File: src/rtl/eight_bit_divider.sv
// eight_bit_divider: sequential unsigned restoring divider, one trial subtraction per clock,
// with a start/busy/done handshake and an immediate divide-by-zero result.
module eight_bit_divider #(
  parameter int WIDTH = 8
) (
  input  logic             clk,
  input  logic             rst,
  input  logic             start,
  input  logic [WIDTH-1:0] A,
  input  logic [WIDTH-1:0] B,
  output logic [WIDTH-1:0] Quotient,
  output logic [WIDTH-1:0] Remainder,
  output logic             busy,
  output logic             done,
  output logic             div_by_zero
);
  localparam int NW = $clog2(WIDTH + 1);
  typedef enum logic {IDLE, RUN} state_t;
  state_t           r_state;
  logic [WIDTH-1:0] r_d;
  logic [WIDTH-1:0] r_v;
  logic [WIDTH-1:0] r_r;
  logic [NW-1:0]    r_n;
  logic [WIDTH:0]   w_rs;
  logic [WIDTH:0]   w_t;
  logic             w_qb;
  logic [WIDTH-1:0] w_rn;
  logic [WIDTH-1:0] w_dn;
  // The partial remainder stays below the divisor, so only the shifted trial value needs the extra bit.
  assign w_rs = {r_r, r_d[WIDTH-1]};
  assign w_t  = w_rs - {1'b0, r_v};
  assign w_qb = ~w_t[WIDTH];
  assign w_rn = w_qb ? w_t[WIDTH-1:0] : w_rs[WIDTH-1:0];
  assign w_dn = {r_d[WIDTH-2:0], w_qb};
  always_ff @(posedge clk) begin
    if (rst) begin
      r_state     <= IDLE;
      r_d         <= '0;
      r_v         <= '0;
      r_r         <= '0;
      r_n         <= '0;
      Quotient    <= '0;
      Remainder   <= '0;
      busy        <= 1'b0;
      done        <= 1'b0;
      div_by_zero <= 1'b0;
    end else begin
      done <= 1'b0;
      if (r_state == IDLE) begin
        if (start && B == '0) begin
          Quotient    <= '1;
          Remainder   <= A;
          div_by_zero <= 1'b1;
          done        <= 1'b1;
        end else if (start) begin
          r_d         <= A;
          r_v         <= B;
          r_r         <= '0;
          r_n         <= '0;
          div_by_zero <= 1'b0;
          busy        <= 1'b1;
          r_state     <= RUN;
        end
      end else begin
        r_r <= w_rn;
        r_d <= w_dn;
        r_n <= r_n + 1'b1;
        if (r_n == NW'(WIDTH - 1)) begin
          Quotient  <= w_dn;
          Remainder <= w_rn;
          done      <= 1'b1;
          busy      <= 1'b0;
          r_state   <= IDLE;
        end
      end
    end
  end
endmodule

File: config.mk
export PLATFORM = sky130hd
export DESIGN_NAME = eight_bit_divider
export DESIGN_NICKNAME = d
export VERILOG_FILES = /design/src/rtl/eight_bit_divider.sv
export SDC_FILE = /design/constraint.sdc
export NUM_CORES = 1
export LEC_CHECK = 0
export CAP_MARGIN = 10
export CORE_ASPECT_RATIO = 1.75
export CORE_MARGIN = 2
export CORE_UTILIZATION = 45
export CTS_CLUSTER_DIAMETER = 100
export DETAILED_ROUTE_END_ITERATION = 12
export HOLD_SLACK_MARGIN = 0.03
export PLACE_DENSITY = 0.81
export SYNTH_ARGS = -nofsm -noshare
export SYNTH_HDL_FRONTEND = slang
export SYNTH_SLANG_ARGS = --single-unit
File: constraint.sdc
create_clock -name clk -period 2.6 [get_ports clk]
set_input_delay 0.52 -clock clk [delete_from_list [all_inputs] [get_ports clk]]
set_output_delay 0.52 -clock clk [all_outputs]
set_load 0.05 [all_outputs]
-- Yosys cells after proc, flatten, opt, wreduce, memory -nomap -nowiden
Cells that the tools add are included.
Widths: inputs -> output; s select.
- register bits after elaboration: 48
- bits of input ports: 19
- output and inout port bits: 19
- word-level logic and storage cells: 57
- add/subtract/negate cells: 2
- equal/unequal tests: 3
- muxes and demuxes: 29
- bitwise logic cells: 3
- reductions and logical operators: 10
- operators with widths (kind ; count):
    $mux 8 ; 13
    $mux 1 ; 13
    $mux 4 ; 3
    $sub 9x8->9 ; 1
    $logic_not 8->1 ; 1
    $reduce_and 2->1 ; 3
    $reduce_and 3->1 ; 2
    $reduce_bool 2->1 ; 3
    $add 4x1->4 const B ; 1
    $eq 4x3->1 const B ; 1
    $not 1->1 ; 3
    $ne 2x1->1 const B ; 1
    $ne 2x2->1 const B ; 1
    $logic_and 1x1->1 ; 1

-- Longest topological paths before layout
- word-level depth: 4
- mapped depth: 9
- gate-level depth less buffers: 9

-- Worst setup path after synthesis
No wires, ideal clock.
- kind: flip-flop to flip-flop
- start point: reg r_d[7]
- end point: reg Remainder[6]
- library setup time: 0.081 ns
- arrival: 2.101 ns
- required time: 2.519 ns
- setup slack: 0.419 ns
- cell stages (with the launch flop): 10
- buffers on the path: 0
- period minus slack after synthesis: 2.181 ns
- cells stage by stage: dfxtp_1 > inv_1 > ha_1 > inv_1 > fa_1 > a211oi_2 > o211a_4 > o211ai_4 > a211o_1 > a41oi_1
- word-level cells in the longest chain between the ends: 4
- ends and longest elaborated chain (what ; line ; text):
    start, declared ; 20 ; logic [WIDTH-1:0] r_d;
    start signal, assigned ; 66 ; r_d <= w_dn;
    $sub 9x8->9 ; 31 ; assign w_t = w_rs - {1'b0, r_v};
    $mux 8 ; 33 ; assign w_rn = w_qb ? w_t[WIDTH-1:0] : w_rs[WIDTH-1:0];
    $mux 8 ; 68 ; if (r_n == NW'(WIDTH - 1)) begin
    $mux 8 ; 49 ; if (r_state == IDLE) begin
    end signal, assigned ; 70 ; Remainder <= w_rn;
    end, declared ; 12 ; output logic [WIDTH-1:0] Remainder,
No other way between the ends. The select of a mux whose other input is x is not followed.
A chain may end at the register's enable or synchronous reset.

-- Worst setup path after layout
Ends and elaborated chain as after synthesis.

==> run summary <==
Final Skew -> 0.00824 ns
Yosys top cell area share -> 39.3%
DR WL/cell -> 16.7 um
CTS tree -> yes
# DRC -> 0
Clock share of power -> 22.1%
Final setup violating endpoints -> 0
Worst slew margin -> 59.1%
Layout area overhead -> 18.1%
Post-Syn Area -> 2440 um^2
Critical Path RT -> 2.82 ns
P_sw -> 757 uW
Async S/R FF share, synth -> 0%
H-tree depth -> 2
Setup slack, reg-to-reg -> 0.17 ns
Flop pwr share -> 40.3%
CP Launch Point -> r_d[7]
Critical-path top delay cell -> fa_1
Nature of the critical path startpoint -> flop
Net Sw Frac -> 36.8%
Initial core utilization -> 46.5%
Worst setup EP type -> flop
Count leader, synth -> dfxtp_1
Ranking of synthesized cells by area -> dfxtp_1 (39%), a21oi_1 (4.9%), ha_1 (4.6%)
Number of enable flip-flop cells after synthesis -> 0
Syn nets -> 300
Main combinational cell family by area after synthesis -> compound AO/OA/AOI/OAI gates
Top delay family on crit path -> compound AO/OA/AOI/OAI gates
Number of vias per cell -> 6.16
Final core occ -> 55.0%
Slew Limit Fails -> 0
Yosys warns -> 0
Logic pwr share -> 37.6%
Crit path max fanout -> 9
CTS root buffer -> clkbuf_8
GP Congestion -> 0.851
Final WL -> 5990 um
Most common library cells after synthesis -> dfxtp_1 (48), nand2_1 (29), a21oi_1 (24)
HP Class -> flop to flop
Total core area -> 5260 um^2
Post-synthesis simple-gate area fraction -> 15.0%
Chip Width -> 59.7 um
First-pass GRT wire length -> 9750 um
Chip Height -> 102 um
Adder-Cell Fraction of Synth Area -> 5.42%
Total GRT Usage -> 21.0%
Cell taking the most area after synthesis -> dfxtp_1
Vias in the first global route -> 2073
Hold endpoint -> r_v[1]
Initial antenna violation count -> 0
Synth Area in XOR/XNOR -> 0.716%
Reg2reg end -> Remainder[6]
Max-cap violation count -> 0
Iter 0 DRT Violations -> 63
Via count -> 2206
Setup ws final -> 0.167 ns
Cts repair resizes -> 0
Largest net degree at the start of global routing -> 36
Reg2Reg Depth -> 9
RSZ-0062 raised after global routing -> false
Syn avg cell area -> 9.02 um^2
IO Port Bufs -> 37
Complex-gate fraction of the synthesized area -> 30.1%
Clk buf depth -> 2
Nets@finish -> 331
Kind of critical path -> flop to flop
Pre-CTS WS -> 0.218 ns
Cell Rows -> 35
VDD IR-drop max -> 0.545 mV
Setup TNS -> 0 ns
CTS buffer count -> 5
Worst-Margin Slew -> 0.612 ns
Post-CTS Setup Bufs -> 0
Post-DP HPWL -> 4360 um
Internal power -> 1300 uW
Arrival time worst endpoint -> 2.66 ns
Min Tclk post-route -> 2.43 ns
IO Pins -> 38
Fin Hold WS -> 0.480 ns
Clock Sink Count -> 48
Delay of the slowest critical-path stage -> 0.41 ns
Min-delay src -> r_v[1]
Worst r2r src -> r_d[7]
Clk_lat worst skew -> 0.30 ns
Die Area -> 6060 um^2
Layout cells sized above 1 -> 11.2%
Antenna viol nets, final -> 0
Register bit total from synthesis -> 48
Multiplexer area fraction after synthesis -> 1.64%
Clk pin slew, worst setup/hold paths -> 0.09 ns
Power Density -> 713 nW/um^2
Layout filler cell count -> 478
ANT cells -> 0
F_max -> 0.411 GHz
Final worst-path cycle share -> 93.6%
Leakage -> 0.00105 uW
Run status -> complete, no violations
Hold Buf Count CTS -> 0
Total gr overflow -> 0
Synth unique cells -> 56
1st-pass router iterations -> 4
Predominant post-synthesis flop cell -> dfxtp_1
Worst hold stages -> 2
Worst path cell trace -> inv_1, ha_1, inv_1, fa_1, a211oi_2, o211a_4, o211ai_4, a211o_1, a41oi_1
Most frequent cell on the critical path -> inv_1
CP bufs+invs -> 2
Hold Fails Final Rpt -> 0
Seq/Total Area, Yosys -> 39.3%
Synth Instances -> 271
power groups by stage:
stage | clock [uW] | combinational [uW] | sequential (uW)
CTS | 464 | 767 | 829
detailed placement | 0 | 762 | 847
finish | 455 | 775 | 830
global route | 496 | 848 | 837
floorplan | 0 | 623 | 832
global placement | 0 | 744 | 845
layout make-up:
| class | count | area (um^2) | share of cell area (%) |
|---|---|---|---|
| clock buffer | 5 | 68.8 | 2.38 |
| clock inverter | 3 | 22.5 | 0.780 |
| inverter | 14 | 52.6 | 1.82 |
| multi-input combinational | 191 | 1290 | 44.8 |
| sequential | 48 | 961 | 33.3 |
| tap | 55 | 68.8 | 2.38 |
| timing repair buffer | 42 | 420 | 14.6 |
worst reg2reg max path, delay by kind of cell, from the launching register on:
kind            cells  cell delay (ns)
buf+inv             2             0.12
flops               1             0.33
compound gates      5             1.33
fa+ha+maj           2             0.57
metal layers:
metal	wire [um]	vias to the layer above	share of wire (%)	track usage, %
li1	-	1071	-	-
met1	2370	1063	39	24.6
met2	3230	59	54	36.5
met3	214	13	3.6	3.19
met4	182	0	3.0	9.40
met5	0	-	0	0
sequential cells by signal, indices dropped and copies added, names as in the netlist:
| name | flops |
|---|---|
| Quotient | 8 |
| Remainder | 8 |
| r_d | 8 |
| r_r | 8 |
| r_v | 8 |
| r_n | 4 |
| busy | 1 |
| div_by_zero | 1 |
| done | 1 |
| r_state | 1 |
through the flow:
step / instance area (um^2) / std cells / power (uW)
after floorplan: 2440 / 271 / 1460
after global placement: 2800 / 350 / 1590
after detailed placement: 2800 / 350 / 1610
after CTS: 2890 / 358 / 2060
after global routing: 2890 / 358 / 2180
final: 2890 / 358 / 2060
layout by cell type (no fill, tap or decap), types with 3 or more instances in the layout:
| cell type | synthesis | routed |
|---|---|---|
| a211oi_1 | 5 | 5 |
| a21o_1 | 3 | 3 |
| a21oi_1 | 24 | 24 |
| a22oi_1 | 7 | 7 |
| a311oi_1 | 6 | 6 |
| and2_2 | 3 | 3 |
| buf_4 | 0 | 4 |
| clkbuf_8 | 6 | 5 |
| clkdlybuf4s50_1 | 0 | 37 |
| dfxtp_1 | 48 | 48 |
| ha_1 | 9 | 9 |
| inv_1 | 13 | 13 |
| mux2i_1 | 4 | 4 |
| nand2_1 | 29 | 29 |
| nand3_1 | 5 | 5 |
| nor2_1 | 19 | 19 |
| nor3_1 | 8 | 8 |
| o211ai_1 | 6 | 6 |
| o21ai_0 | 10 | 10 |
| o21ai_1 | 3 | 3 |
| o221a_2 | 7 | 7 |
logic make-up after synthesis:
kind of cell | after synthesis
AND/OR/NAND/NOR | 78
flip-flops | 48
buffers and inverters | 32
adder cells (fa/ha/maj) | 10
multiplexers | 4
AO/OA/AOI/OAI | 97
XOR/XNOR | 2
how the worst max path moves through the flow:
stage / end / slack (ns) / depth (start not counted)
after floorplan: Remainder[6] / 0.42 / 9
after global placement: Remainder[0] / 0.29 / 9
after detailed placement: Remainder[6] / 0.22 / 9
after CTS: Remainder[6] / 0.18 / 9
after global routing: Remainder[0] / 0.007 / 9
final: Remainder[6] / 0.17 / 9
No activity file was read; power rests on OpenSTA's default activity.
